`config.mk`:
```
export PLATFORM = sky130hd
export DESIGN_NAME = pg_flr_sequencer
export DESIGN_NICKNAME = d
export VERILOG_FILES = /design/src/rtl/pg_flr_pkg.sv /design/src/rtl/pg_flr_sequencer.sv
export SDC_FILE = /design/constraint.sdc
export NUM_CORES = 1
export LEC_CHECK = 0
export CAP_MARGIN = 5
export CORE_MARGIN = 4
export CORE_UTILIZATION = 35
export CTS_CLUSTER_DIAMETER = 150
export DETAILED_ROUTE_END_ITERATION = 7
export HOLD_SLACK_MARGIN = 0.12
export SYNTH_ARGS = -nofsm -noshare
export SYNTH_HDL_FRONTEND = slang
export SYNTH_SLANG_ARGS = --single-unit
```
`constraint.sdc`:
```
create_clock -name clk -period 2.93 [get_ports clk]
set_input_delay 0.7325 -clock clk [delete_from_list [all_inputs] [get_ports clk]]
set_output_delay 0.7325 -clock clk [all_outputs]
set_load 0.01 [all_outputs]
```
`src/rtl/pg_flr_pkg.sv`:
```
//------------------------------------------------------------------------------
// Module  : pg_flr_pkg
// Brief   : Shared types and helpers for the port-gasket FLR sequencer.
// Revision: 1.0 - initial release
//------------------------------------------------------------------------------
`default_nettype none

package pg_flr_pkg;

   typedef enum logic [1:0] {
      IDLE  = 2'd0,
      DRAIN = 2'd1,
      RESET = 2'd2,
      DONE  = 2'd3
   } t_flr_state;

   localparam int PF_MAX_W = 8;
   localparam int VF_MAX_W = 16;

   typedef struct packed {
      logic [PF_MAX_W-1:0] pf;
      logic [VF_MAX_W-1:0] vf;
      logic                vf_active;
   } t_flr_req;

   // Counter must reach the larger of the reset hold and drain timeout
   function automatic int cnt_width(input int hold, input int timeout);
      int m;
      m = (hold > timeout) ? hold : timeout;
      return $clog2(m + 1);
   endfunction

   localparam int CNT_W = cnt_width(16, 4096);

   function automatic logic port_match(input int unsigned pf,
                                       input int unsigned vf,
                                       input logic        vf_active,
                                       input int unsigned num_ports,
                                       input logic        vf_mode);
      if (vf_mode)
         return vf_active && (pf == 0) && (vf < num_ports);
      else
         return !vf_active && (pf == 1);
   endfunction

   function automatic int unsigned port_index(input int unsigned vf,
                                              input logic        vf_mode);
      return vf_mode ? vf : 0;
   endfunction

endpackage

`default_nettype wire

```
`src/rtl/pg_flr_sequencer.sv`:
```
//------------------------------------------------------------------------------
// Module  : pg_flr_sequencer
// Brief   : Accepts one FLR at a time, drains and resets the mapped port-gasket
//           port, then returns an FLR-done handshake.
// Revision: 1.0 - initial release
//------------------------------------------------------------------------------
`default_nettype none

module pg_flr_sequencer
   import pg_flr_pkg::*;
#(
   parameter int NUM_PORTS       = 4,
   parameter bit PG_VF_MODE      = 1'b1,
   parameter int PF_W            = 3,
   parameter int VF_W            = 11,
   parameter int RST_HOLD        = 16,
   parameter int QUIESCE_TIMEOUT = 4096
) (
   input  logic                 clk,
   input  logic                 rst,
   input  logic                 flr_req_valid,
   output logic                 flr_req_ready,
   input  logic [PF_W-1:0]      flr_req_pf,
   input  logic [VF_W-1:0]      flr_req_vf,
   input  logic                 flr_req_vf_active,
   input  logic [NUM_PORTS-1:0] port_quiesced,
   output logic [NUM_PORTS-1:0] port_blk,
   output logic [NUM_PORTS-1:0] port_rst,
   output logic                 flr_done_valid,
   input  logic                 flr_done_ready,
   output logic [PF_W-1:0]      flr_done_pf,
   output logic [VF_W-1:0]      flr_done_vf,
   output logic                 flr_done_vf_active,
   output logic                 flr_timeout
);

   localparam int PORT_W    = (NUM_PORTS > 1) ? $clog2(NUM_PORTS) : 1;
   localparam int CNT_WIDTH = cnt_width(RST_HOLD, QUIESCE_TIMEOUT);
   localparam logic [CNT_WIDTH-1:0] C_DRAIN_LAST = CNT_WIDTH'(QUIESCE_TIMEOUT - 1);
   localparam logic [CNT_WIDTH-1:0] C_HOLD_LAST  = CNT_WIDTH'(RST_HOLD - 1);

   t_flr_state             r_state, w_state_nxt;
   logic [CNT_WIDTH-1:0]   r_cnt, w_cnt_nxt;
   logic [PORT_W-1:0]      r_port, w_port_nxt;
   logic [PF_W-1:0]        r_req_pf, w_req_pf_nxt;
   logic [VF_W-1:0]        r_req_vf, w_req_vf_nxt;
   logic                   r_req_vf_active, w_req_vf_active_nxt;

   logic [NUM_PORTS-1:0]   r_port_blk, w_port_blk_nxt;
   logic [NUM_PORTS-1:0]   r_port_rst, w_port_rst_nxt;
   logic                   r_done_valid, w_done_valid_nxt;
   logic [PF_W-1:0]        r_done_pf, w_done_pf_nxt;
   logic [VF_W-1:0]        r_done_vf, w_done_vf_nxt;
   logic                   r_done_vf_active, w_done_vf_active_nxt;
   logic                   r_timeout, w_timeout_nxt;

   logic                   w_accept;
   logic                   w_match;
   logic [PORT_W-1:0]      w_dec_port;
   logic                   w_quiesced;
   logic [NUM_PORTS-1:0]   w_sel_nxt;

   assign flr_req_ready = (r_state == IDLE);
   assign w_accept      = flr_req_valid && (r_state == IDLE);
   assign w_match       = port_match(32'(flr_req_pf), 32'(flr_req_vf), flr_req_vf_active,
                                     NUM_PORTS, PG_VF_MODE);
   assign w_dec_port    = PORT_W'(port_index(32'(flr_req_vf), PG_VF_MODE));
   // Only the latched port's quiesce bit matters
   assign w_quiesced    = |(port_quiesced & (NUM_PORTS'(1) << r_port));

   always_comb begin
      w_state_nxt         = r_state;
      w_cnt_nxt           = r_cnt;
      w_port_nxt          = r_port;
      w_req_pf_nxt        = r_req_pf;
      w_req_vf_nxt        = r_req_vf;
      w_req_vf_active_nxt = r_req_vf_active;
      w_timeout_nxt       = 1'b0;

      case (r_state)
         IDLE: begin
            w_cnt_nxt = '0;
            if (w_accept) begin
               w_req_pf_nxt        = flr_req_pf;
               w_req_vf_nxt        = flr_req_vf;
               w_req_vf_active_nxt = flr_req_vf_active;
               if (w_match) begin
                  w_port_nxt  = w_dec_port;
                  w_state_nxt = DRAIN;
               end else begin
                  w_state_nxt = DONE;
               end
            end
         end
         DRAIN: begin
            if (w_quiesced) begin
               w_state_nxt = RESET;
               w_cnt_nxt   = '0;
            end else if (r_cnt == C_DRAIN_LAST) begin
               w_state_nxt   = RESET;
               w_cnt_nxt     = '0;
               w_timeout_nxt = 1'b1;
            end else begin
               w_cnt_nxt = r_cnt + CNT_WIDTH'(1);
            end
         end
         RESET: begin
            if (r_cnt == C_HOLD_LAST) begin
               w_state_nxt = DONE;
               w_cnt_nxt   = '0;
            end else begin
               w_cnt_nxt = r_cnt + CNT_WIDTH'(1);
            end
         end
         DONE: begin
            if (flr_done_ready) w_state_nxt = IDLE;
         end
         default: w_state_nxt = IDLE;
      endcase

      // Registered outputs are derived from the state being entered
      w_sel_nxt            = NUM_PORTS'(1) << w_port_nxt;
      w_port_blk_nxt       = ((w_state_nxt == DRAIN) || (w_state_nxt == RESET)) ? w_sel_nxt : '0;
      w_port_rst_nxt       = (w_state_nxt == RESET) ? w_sel_nxt : '0;
      w_done_valid_nxt     = (w_state_nxt == DONE);
      w_done_pf_nxt        = w_done_valid_nxt ? w_req_pf_nxt : '0;
      w_done_vf_nxt        = w_done_valid_nxt ? w_req_vf_nxt : '0;
      w_done_vf_active_nxt = w_done_valid_nxt && w_req_vf_active_nxt;
   end

   always_ff @(posedge clk) begin
      if (rst) begin
         r_state          <= IDLE;
         r_cnt            <= '0;
         r_port           <= '0;
         r_req_pf         <= '0;
         r_req_vf         <= '0;
         r_req_vf_active  <= 1'b0;
         r_port_blk       <= '0;
         r_port_rst       <= '0;
         r_done_valid     <= 1'b0;
         r_done_pf        <= '0;
         r_done_vf        <= '0;
         r_done_vf_active <= 1'b0;
         r_timeout        <= 1'b0;
      end else begin
         r_state          <= w_state_nxt;
         r_cnt            <= w_cnt_nxt;
         r_port           <= w_port_nxt;
         r_req_pf         <= w_req_pf_nxt;
         r_req_vf         <= w_req_vf_nxt;
         r_req_vf_active  <= w_req_vf_active_nxt;
         r_port_blk       <= w_port_blk_nxt;
         r_port_rst       <= w_port_rst_nxt;
         r_done_valid     <= w_done_valid_nxt;
         r_done_pf        <= w_done_pf_nxt;
         r_done_vf        <= w_done_vf_nxt;
         r_done_vf_active <= w_done_vf_active_nxt;
         r_timeout        <= w_timeout_nxt;
      end
   end

   assign port_blk           = r_port_blk;
   assign port_rst           = r_port_rst;
   assign flr_done_valid     = r_done_valid;
   assign flr_done_pf        = r_done_pf;
   assign flr_done_vf        = r_done_vf;
   assign flr_done_vf_active = r_done_vf_active;
   assign flr_timeout        = r_timeout;

endmodule

`default_nettype wire
```
==> impl_metrics.ini, run 1 <==
[yosys]
synthAdderAreaFrac_pct = 4.58
ys_warn_count = 0
synth_area_sq_um = 2460
synth-seq-area-share_pct = 46.4
synth_cells = 279
synth_top_family_by_area = simple AND/OR/NAND/NOR gates
synth_compound_area_share_pct = 7.93
avgSynthCellArea_sq_um = 8.82
synth_xor_area_share_pct = 0
async_flop_share_pct = 0
synth_edf_count = 0
yosysUniqueCellTypes = 44
synth_top_flop_cell = dfxtp_1
synthMuxAreaShare_pct = 4.58
ys_ff_latch = 57
synthSimpleGateAreaFrac_pct = 32.5
syn_nets = 311

[layout]
diodes = 0
layout_commonest_cell = dfxtp_1
nNetsFinal = 363
layout-drive-gt1-share_pct = 10.4
layout_common_cells = dfxtp_1, clkdlybuf4s50_1, nand2_1
syn_to_final_growth_pct = 31.0

[job]
maxCapViolCount = 0

[timing]
fmax_mhz = 406
rsz0062_at_grt = false
fin_crit_ps = 2470
tns_ps = 0
fin_skew_ps = 8.24
maxSlewViolCount = 0
hold_viol = 0
timing.final.crit_share_pct = 84.2
setup_violations = 0
slew_headroom_pct = 42.5
worst_slew_pin_slew_ps = 859

[routing]
via_count = 2088
drc = 0
drtAntennaViolNets = 0
viasPerCell = 4.83
wl_per_cell_microns = 13.1
totalWireLength_mm = 5.67
drt_iter0_drc = 75
drtPass1Iterations = 4

[outcome]
status = finished clean

[power_and_ir_drop]
p_per_area_nw_per_um2 = 748
p_leak_nw = 1.24
irDropWorstVdd_v = 0.000242
total_power_mw = 2.41

[critical_path]
startpoint_type = flop
path_class = flop to output pin
rrSetupSlack_ps = 510
cp-end-kind = output pin
crit_arrival_ps = 1730
crit_fanout = 8
required_ps = 2200

[die]
dieArea_sq_um = 8440
boundaryPins = 49
die_h_microns = 91.9
core_area_sq_um = 6790
fp.dieW_microns = 91.9
rows = 30
start_util_pct = 36.2

[clocking]
cts_buffer_depth = 2
postCtsSetupRepairBufs = 0
cts_tree = done
h-tree-depth = 3
cts_buffers = 9
clock_latency_ps = 330
clkTransAtPathRegs_ps = 70
clock_sinks = 57
cts_hold_buf = 0
clockRootBuffer = clkbuf_8
cts_resized = 0

[global_routing]
grt_pass1_vias = 1935
antenna_found_initial = 0
grt_usage_pct = 13.9
grt_start_max_net_pins = 24
grt_pass1_wl_mm = 9.34
grt-ovfl-total = 0

[placed_design]
place_congestion = 0.793
hpwl_mm = 3.98
port_buffers = 48

[min_path]
hold_class = flop to flop
registers in the layout, indices dropped and copies added, names as in the netlist:
| register | cells |
|---|---|
| flr_done_vf | 11 |
| r_cnt | 13 |
| flr_done_pf | 3 |
| flr_done_valid | 1 |
| r_req_vf_active | 1 |
| flr_done_vf_active | 1 |
| flr_timeout | 1 |
| r_port | 2 |
| r_req_pf | 3 |
| port_blk | 4 |
| r_state | 2 |
| port_rst | 4 |
| r_req_vf | 11 |
per-layer routing:
layer  global-route usage, %  wire length (microns)
met1                    17.7                   2620
met2                    21.7                   2690
met3                    3.94                    287
met4                    6.31                     72
met5                       0                      0
worst paths after layout:
kind / startpoint / cells past startpoint / to
min reg2reg: r_req_vf[7]$_SDFF_PP0_ / 2 / r_req_vf[7]$_SDFF_PP0_
max reg2reg: r_cnt[0]$_SDFFE_PP0P_ / 9 / flr_done_vf_active$_SDFF_PP0_
min: r_req_vf[7]$_SDFF_PP0_ / 2 / r_req_vf[7]$_SDFF_PP0_
max: r_state[1]$_SDFF_PP0_ / 3 / flr_req_ready
where the power goes:
group	switching [mW]	leakage [nW]	internal, mW	total (mW)
Combinational	0.506	0.689	0.330	0.836
Sequential	0.0451	0.463	0.866	0.911
Clock	0.314	0.0846	0.351	0.665
cell usage after synthesis, types with 2 or more instances:
cell type | number | share of area, %
a21oi_1 | 16 | 3.3
a31oi_1 | 10 | 2.5
a32o_2 | 2 | 0.92
and2_1 | 14 | 3.6
buf_1 | 2 | 0.31
buf_4 | 2 | 0.61
buf_6 | 2 | 0.92
clkbuf_1 | 8 | 1.2
dfxtp_1 | 57 | 46
ha_1 | 9 | 4.6
inv_1 | 5 | 0.76
mux2_2 | 2 | 0.92
mux2i_1 | 9 | 3.7
nand2_1 | 46 | 7.0
nand2b_1 | 4 | 1.0
nand3_1 | 12 | 2.4
nand4_1 | 12 | 3.1
nand4b_1 | 5 | 1.8
nor2_1 | 28 | 4.3
nor2b_1 | 5 | 1.3
nor3_1 | 3 | 0.61
nor4_1 | 3 | 0.76
nor4b_1 | 2 | 0.71
logic make-up after synthesis:
logic type | Yosys count
flip-flops | 57
adder cells (fa/ha/maj) | 9
multiplexers | 11
AND/OR/NAND/NOR | 150
AO/OA/AOI/OAI | 32
buffers and inverters | 20
worst max-delay path, stage by stage (launching register included):
cell and delay (ps):
dfxtp_1 380, inv_1 120, ha_1 310, clkdlybuf4s50_1 590
metrics by stage:
stage / instance area (sq um) / std cells / utilization [%] / setup WS (ps) / hold slack (ps)
global placement: 3040 / 416 / 44.8 / 130 / 442
global route: 3220 / 432 / 47.5 / 219 / 484
CTS: 3220 / 432 / 47.5 / 426 / 458
detailed placement: 3040 / 416 / 44.8 / 82.5 / 448
finish: 3220 / 432 / 47.5 / 464 / 454
floorplan: 2460 / 279 / - / 645 / 434
layout make-up:
class / instances / area, sq um
fillers: 681 / 3570
multi-input cells: 202 / 1220
flip-flops and latches: 57 / 1140
repair buffers: 56 / 541
clock buffers: 12 / 155
well taps: 96 / 120
clock inverters: 4 / 27.5
inverters: 5 / 18.8
Note: power is estimated with default switching activity, not from simulation.
==> inputs of run 2 (changes only) <==
clock period = 2.4 ns   (was 2.93 ns; I/O delays follow)
==> run 2 against run 1 <==
Combinational power grew 48%. Hold slack is essentially flat. Design area grew 6.0%. Global-route usage grew 0.66 points. Die area is the same. Utilization grew 2.9 points. Power grew 34%. Largest cell class unchanged.
==> impl_metrics.ini, run 2 (synthesized netlist as in run 1, its figures left out) <==
[layout]
diodes = 0
largest_reg_flops = 13
postLayoutCellArea_sq_um = 3420
regMostFlops = r_cnt
layout-drive-gt1-share_pct = 16.3
layout_common_cells = dfxtp_1, clkdlybuf4s50_1, nand2_1
syn_to_final_growth_pct = 38.9
nNetsFinal = 382
layout_commonest_cell = dfxtp_1

[global_routing]
grt-ovfl-total = 0
grt_pass1_vias = 2061
grt_pass1_wl_mm = 9.72
antenna_found_initial = 0
grt_usage_pct = 14.5
grt_start_max_net_pins = 37

[timing]
slew_headroom_pct = 73.7
setup_violations = 0
hold_viol = 0
fmax_mhz = 432
fin_crit_ps = 2310
worst_slew_pin_slew_ps = 394
rsz0062_at_grt = false
timing.final.crit_share_pct = 96.4
fin_skew_ps = 11.7
whs_ps = 454
maxSlewViolCount = 0

[die]
boundaryPins = 49
die_h_microns = 91.9
fp.dieW_microns = 91.9
start_util_pct = 36.2
core_area_sq_um = 6790
rows = 30
dieArea_sq_um = 8440

[critical_path]
critical_path.cell_chain = inv_1, ha_2, buf_4, clkdlybuf4s50_1
cpPeakStageDelay_ps = 530
cp-end-kind = output pin
worstReg2RegStart = r_cnt[0]$_SDFFE_PP0P_
worstReg2RegEnd = port_blk[2]$_SDFF_PP0_
rrSetupSlack_ps = 200
startpoint_type = flop
crit_arrival_ps = 1710
cp_slowest_cell = clkdlybuf4s50_1
path_class = flop to output pin
required_ps = 1800
crit_fanout = 5
reg2reg_depth = 9
cp.buffers_inverters = 3
cp_top_family = buffers and inverters

[power_and_ir_drop]
irDropWorstVdd_v = 0.000351
p_per_area_nw_per_um2 = 946
p_leak_nw = 1.35

[clocking]
clkTransAtPathRegs_ps = 70
cts_tree = done
cts_buffer_depth = 2
cts_buffers = 9
clock_latency_ps = 330
clock_sinks = 57
h-tree-depth = 3
clockRootBuffer = clkbuf_8

[routing]
totalWireLength_mm = 5.82
drtPass1Iterations = 4
via_count = 2147
drc = 0
drt_iter0_drc = 76
drtAntennaViolNets = 0
viasPerCell = 4.76
wl_per_cell_microns = 12.9

[placed_design]
place_congestion = 0.769
port_buffers = 48
hpwl_mm = 4.10
dpl-instance-area_sq_um = 3190

[outcome]
status = finished clean

[min_path]
min_path_cells = 2
worstHoldStart = r_req_vf[4]$_SDFF_PP0_
hold_class = flop to flop
min_to = r_req_vf[4]$_SDFF_PP0_

[job]
maxCapViolCount = 0
[run 2: cell types whose count changed in the layout (fill, tap and decap cells not counted), moves of 2 or more]
cell and delta:
buf_12 +2, buf_4 +17, ha_1 -2, ha_2 +2
[run 2: metal layers]
layer	up-vias	routed length, microns	track usage, %
li1	1114	-	-
met1	982	2760	18.1
met2	42	2720	22.7
met3	9	219	3.04
met4	0	124	9.16
met5	-	0	0
[run 2: worst max-delay path by stage]
stage	start	to	slack, ps	depth (start not counted)
4_1_cts	r_state[0]$_SDFF_PP0_	flr_req_ready	4	4
3_5_place_dp	flr_req_pf[2]	flr_done_vf_active$_SDFF_PP0_	-300	9
5_1_grt	r_state[0]$_SDFF_PP0_	flr_req_ready	2	4
3_3_place_gp	flr_req_pf[2]	flr_done_vf_active$_SDFF_PP0_	-270	9
6_report	r_state[0]$_SDFF_PP0_	flr_req_ready	90	4
2_1_floorplan	r_state[1]$_SDFF_PP0_	flr_done_vf[3]$_SDFF_PP0_	150	10
[run 2: final cells by class]
class / instances / area, sq um
Fill cell: 670 / 3380
Multi-Input combinational cell: 202 / 1230
Sequential cell: 57 / 1140
Timing Repair Buffer: 75 / 708
Clock buffer: 11 / 141
Tap cell: 96 / 120
Clock inverter: 5 / 55.1
Inverter: 5 / 18.8
[run 2: per-stage QoR]
stage	std cells	total power [mW]	worst slack [ps]	TNS, ps	utilization [%]
after floorplan	279	1.79	149	0	-
after global placement	434	2.31	-270	-6130	46.9
after detailed placement	434	2.32	-296	-6900	46.9
after CTS	450	3.22	3.85	0	49.9
after global routing	451	3.46	1.88	0	50.3
final	451	3.24	87.6	0	50.3
[run 2: worst min-delay path, cell delays in order, from the launching register on]
cell and delay, ps:
dfxtp_1 300, nand2_1 40, a21oi_1 60
[run 2: power by group]
| part | internal [mW] | switching [mW] | total [mW] | leakage (nW) |
|---|---|---|---|---|
| sequential | 1.06 | 0.0506 | 1.11 | 0.463 |
| combinational | 0.588 | 0.655 | 1.24 | 0.789 |
| clock | 0.504 | 0.378 | 0.883 | 0.0953 |
[run 2: timing repair]
action,4_1_cts,5_1_grt
buffers inserted,0,1
cloned,0,0
gates resized for setup,1,3
hold buffers,0,0
endpoints found under the setup margin,1,25
hold endpoints to repair,0,0
pin swaps,0,1
==> inputs of run 3 (changes only) <==
CORE_UTILIZATION = 51   (was 35)
PLACE_DENSITY = 0.78   (was default)
==> run 3 against run 2 <==
First-iteration DRC count increased by 47%. Utilization increased by 21 points. Global-route usage increased by 4.9 points. Design area decreased by 2.7%. Cell count decreased by 10%. Register-to-register slack got worse by 30 ps.
==> impl_metrics.ini, run 3 (synthesized netlist as in run 1, its figures left out) <==
[placed_design]
dp_cells = 390
hpwl_mm = 3.95
pre_cts_slack_ps = -286
place_congestion = 0.849
port_buffers = 48

[critical_path]
required_ps = 1800
cpPeakStageDelay_ps = 530
crit_fanout = 5
crit_arrival_ps = 1710
critPathCapture = flr_req_ready
cp-end-kind = output pin
cp_slowest_cell = clkdlybuf4s50_1
path_class = flop to output pin
crit_start = r_state[0]$_SDFF_PP0_
rrSetupSlack_ps = 170
startpoint_type = flop
reg2reg_depth = 10
worstReg2RegEnd = flr_done_pf[1]$_SDFF_PP0_
worstReg2RegStart = r_cnt[0]$_SDFFE_PP0P_
critical_path.cell_chain = inv_1, ha_1, buf_4, clkdlybuf4s50_1

[die]
core_area_sq_um = 4690
fp.dieW_microns = 77.5
dieArea_sq_um = 6000
rows = 25
die_h_microns = 77.5
boundaryPins = 49
start_util_pct = 52.5

[clocking]
cts_tree = done
clkTransAtPathRegs_ps = 60
clock_sinks = 57
cts_buffer_depth = 2
clockRootBuffer = clkbuf_8
cts_buffers = 9
clock_latency_ps = 330
postCtsSetupRepairBufs = 0
h-tree-depth = 3

[timing]
hold_viol = 0
fin_skew_ps = 6.46
setup_violations = 0
worst_slew_pin_slew_ps = 370
slew_headroom_pct = 75.1
timing.final.crit_share_pct = 96.4
whs_ps = 456
fin_crit_ps = 2310
fmax_mhz = 432
maxSlewViolCount = 0
setup_ws_ps = 86.2

[global_routing]
grt_usage_pct = 19.4
grt_busiest_layer = met2
use_met2_pct = 33.2
antenna_found_initial = 0
grt_pass1_wl_mm = 9.24
use_met3_pct = 4.87
met1_usage_pct = 22.8
grt-ovfl-total = 0
grt_pass1_vias = 2058
grt_start_max_net_pins = 24

[routing]
drtPass1Iterations = 4
totalWireLength_mm = 5.60
via_count = 2142
drc = 0
drtAntennaViolNets = 0
viasPerCell = 5.29
drt_iter0_drc = 112
wl_per_cell_microns = 13.8

[power_and_ir_drop]
irDropWorstVdd_v = 0.000630
p_leak_nw = 1.33
total_power_mw = 3.16
p_per_area_nw_per_um2 = 951

[layout]
layout_common_cells = dfxtp_1, clkdlybuf4s50_1, nand2_1
diodes = 0
final_util_pct = 70.9
layout-drive-gt1-share_pct = 15.7
nNetsFinal = 379
multiInputGateArea_sq_um = 1230
final_cells = 405
regArea_sq_um = 1140
regMostFlops = r_cnt
largest_reg_flops = 13
syn_to_final_growth_pct = 35.2
fillers = 377
layout_commonest_cell = dfxtp_1

[outcome]
status = finished clean

[job]
maxCapViolCount = 0

[min_path]
hold_class = flop to flop
## run 3: cell types whose count changed in the layout (fill, tap and decap cells not counted), sizes merged
| cell | change |
|---|---|
| clkinv | +1 |
| buf | -3 |
| clkbuf | -1 |
| clkinvlp | -1 |
## run 3: through the flow
| stage | instance area [sq um] | setup TNS, ps |
|---|---|---|
| after floorplan | 2460 | 0 |
| after global routing | 3330 | -13.0 |
| after CTS | 3320 | 0 |
| after global placement | 3120 | -5600 |
| final | 3330 | 0 |
| after detailed placement | 3120 | -5620 |
## run 3: layout make-up
type	instances	share of cell area [%]
Inverter	5	0.564
Sequential cell	57	34.4
Clock inverter	5	1.69
Tap cell	54	2.03
Multi-Input combinational cell	202	37.0
Timing Repair Buffer	72	20.2
Clock buffer	10	4.14
## run 3: worst min-delay path by stage
stage | startpoint | end | slack (ps) | depth (start not counted)
after floorplan | r_req_pf[0]$_SDFF_PP0_ | r_req_pf[0]$_SDFF_PP0_ | 430 | 2
after global placement | r_req_vf[3]$_SDFF_PP0_ | r_req_vf[3]$_SDFF_PP0_ | 440 | 2
after detailed placement | r_req_vf[8]$_SDFF_PP0_ | r_req_vf[8]$_SDFF_PP0_ | 450 | 2
after CTS | r_req_vf[8]$_SDFF_PP0_ | r_req_vf[8]$_SDFF_PP0_ | 460 | 2
after global routing | r_req_vf[9]$_SDFF_PP0_ | r_req_vf[9]$_SDFF_PP0_ | 480 | 2
final | r_req_vf[8]$_SDFF_PP0_ | r_req_vf[8]$_SDFF_PP0_ | 460 | 2
## run 3: report_power, final
group	switching (mW)	internal, mW	leakage (nW)
logic	0.647	0.541	0.771
clock network	0.363	0.499	0.0981
registers	0.0517	1.06	0.463
## run 3: critical path, delay by kind of cell (launching register included)
kind | cells | cell delay [ps]
adder cells (fa/ha/maj) | 1 | 250
buffers and inverters | 3 | 800
flip-flops | 1 | 340
## run 3: metal layers
layer  routed length (microns)  up-vias
met5                         0        -
met4                        78        0
met3                       237        9
met2                      2790       50
met1                      2490      977
li1                          -     1106
## run 3: repair_timing
action / 4_1_cts / 5_1_grt
gates resized for setup: 0 / 4
hold buffers: 0 / 0
setup endpoints to repair: 0 / 25
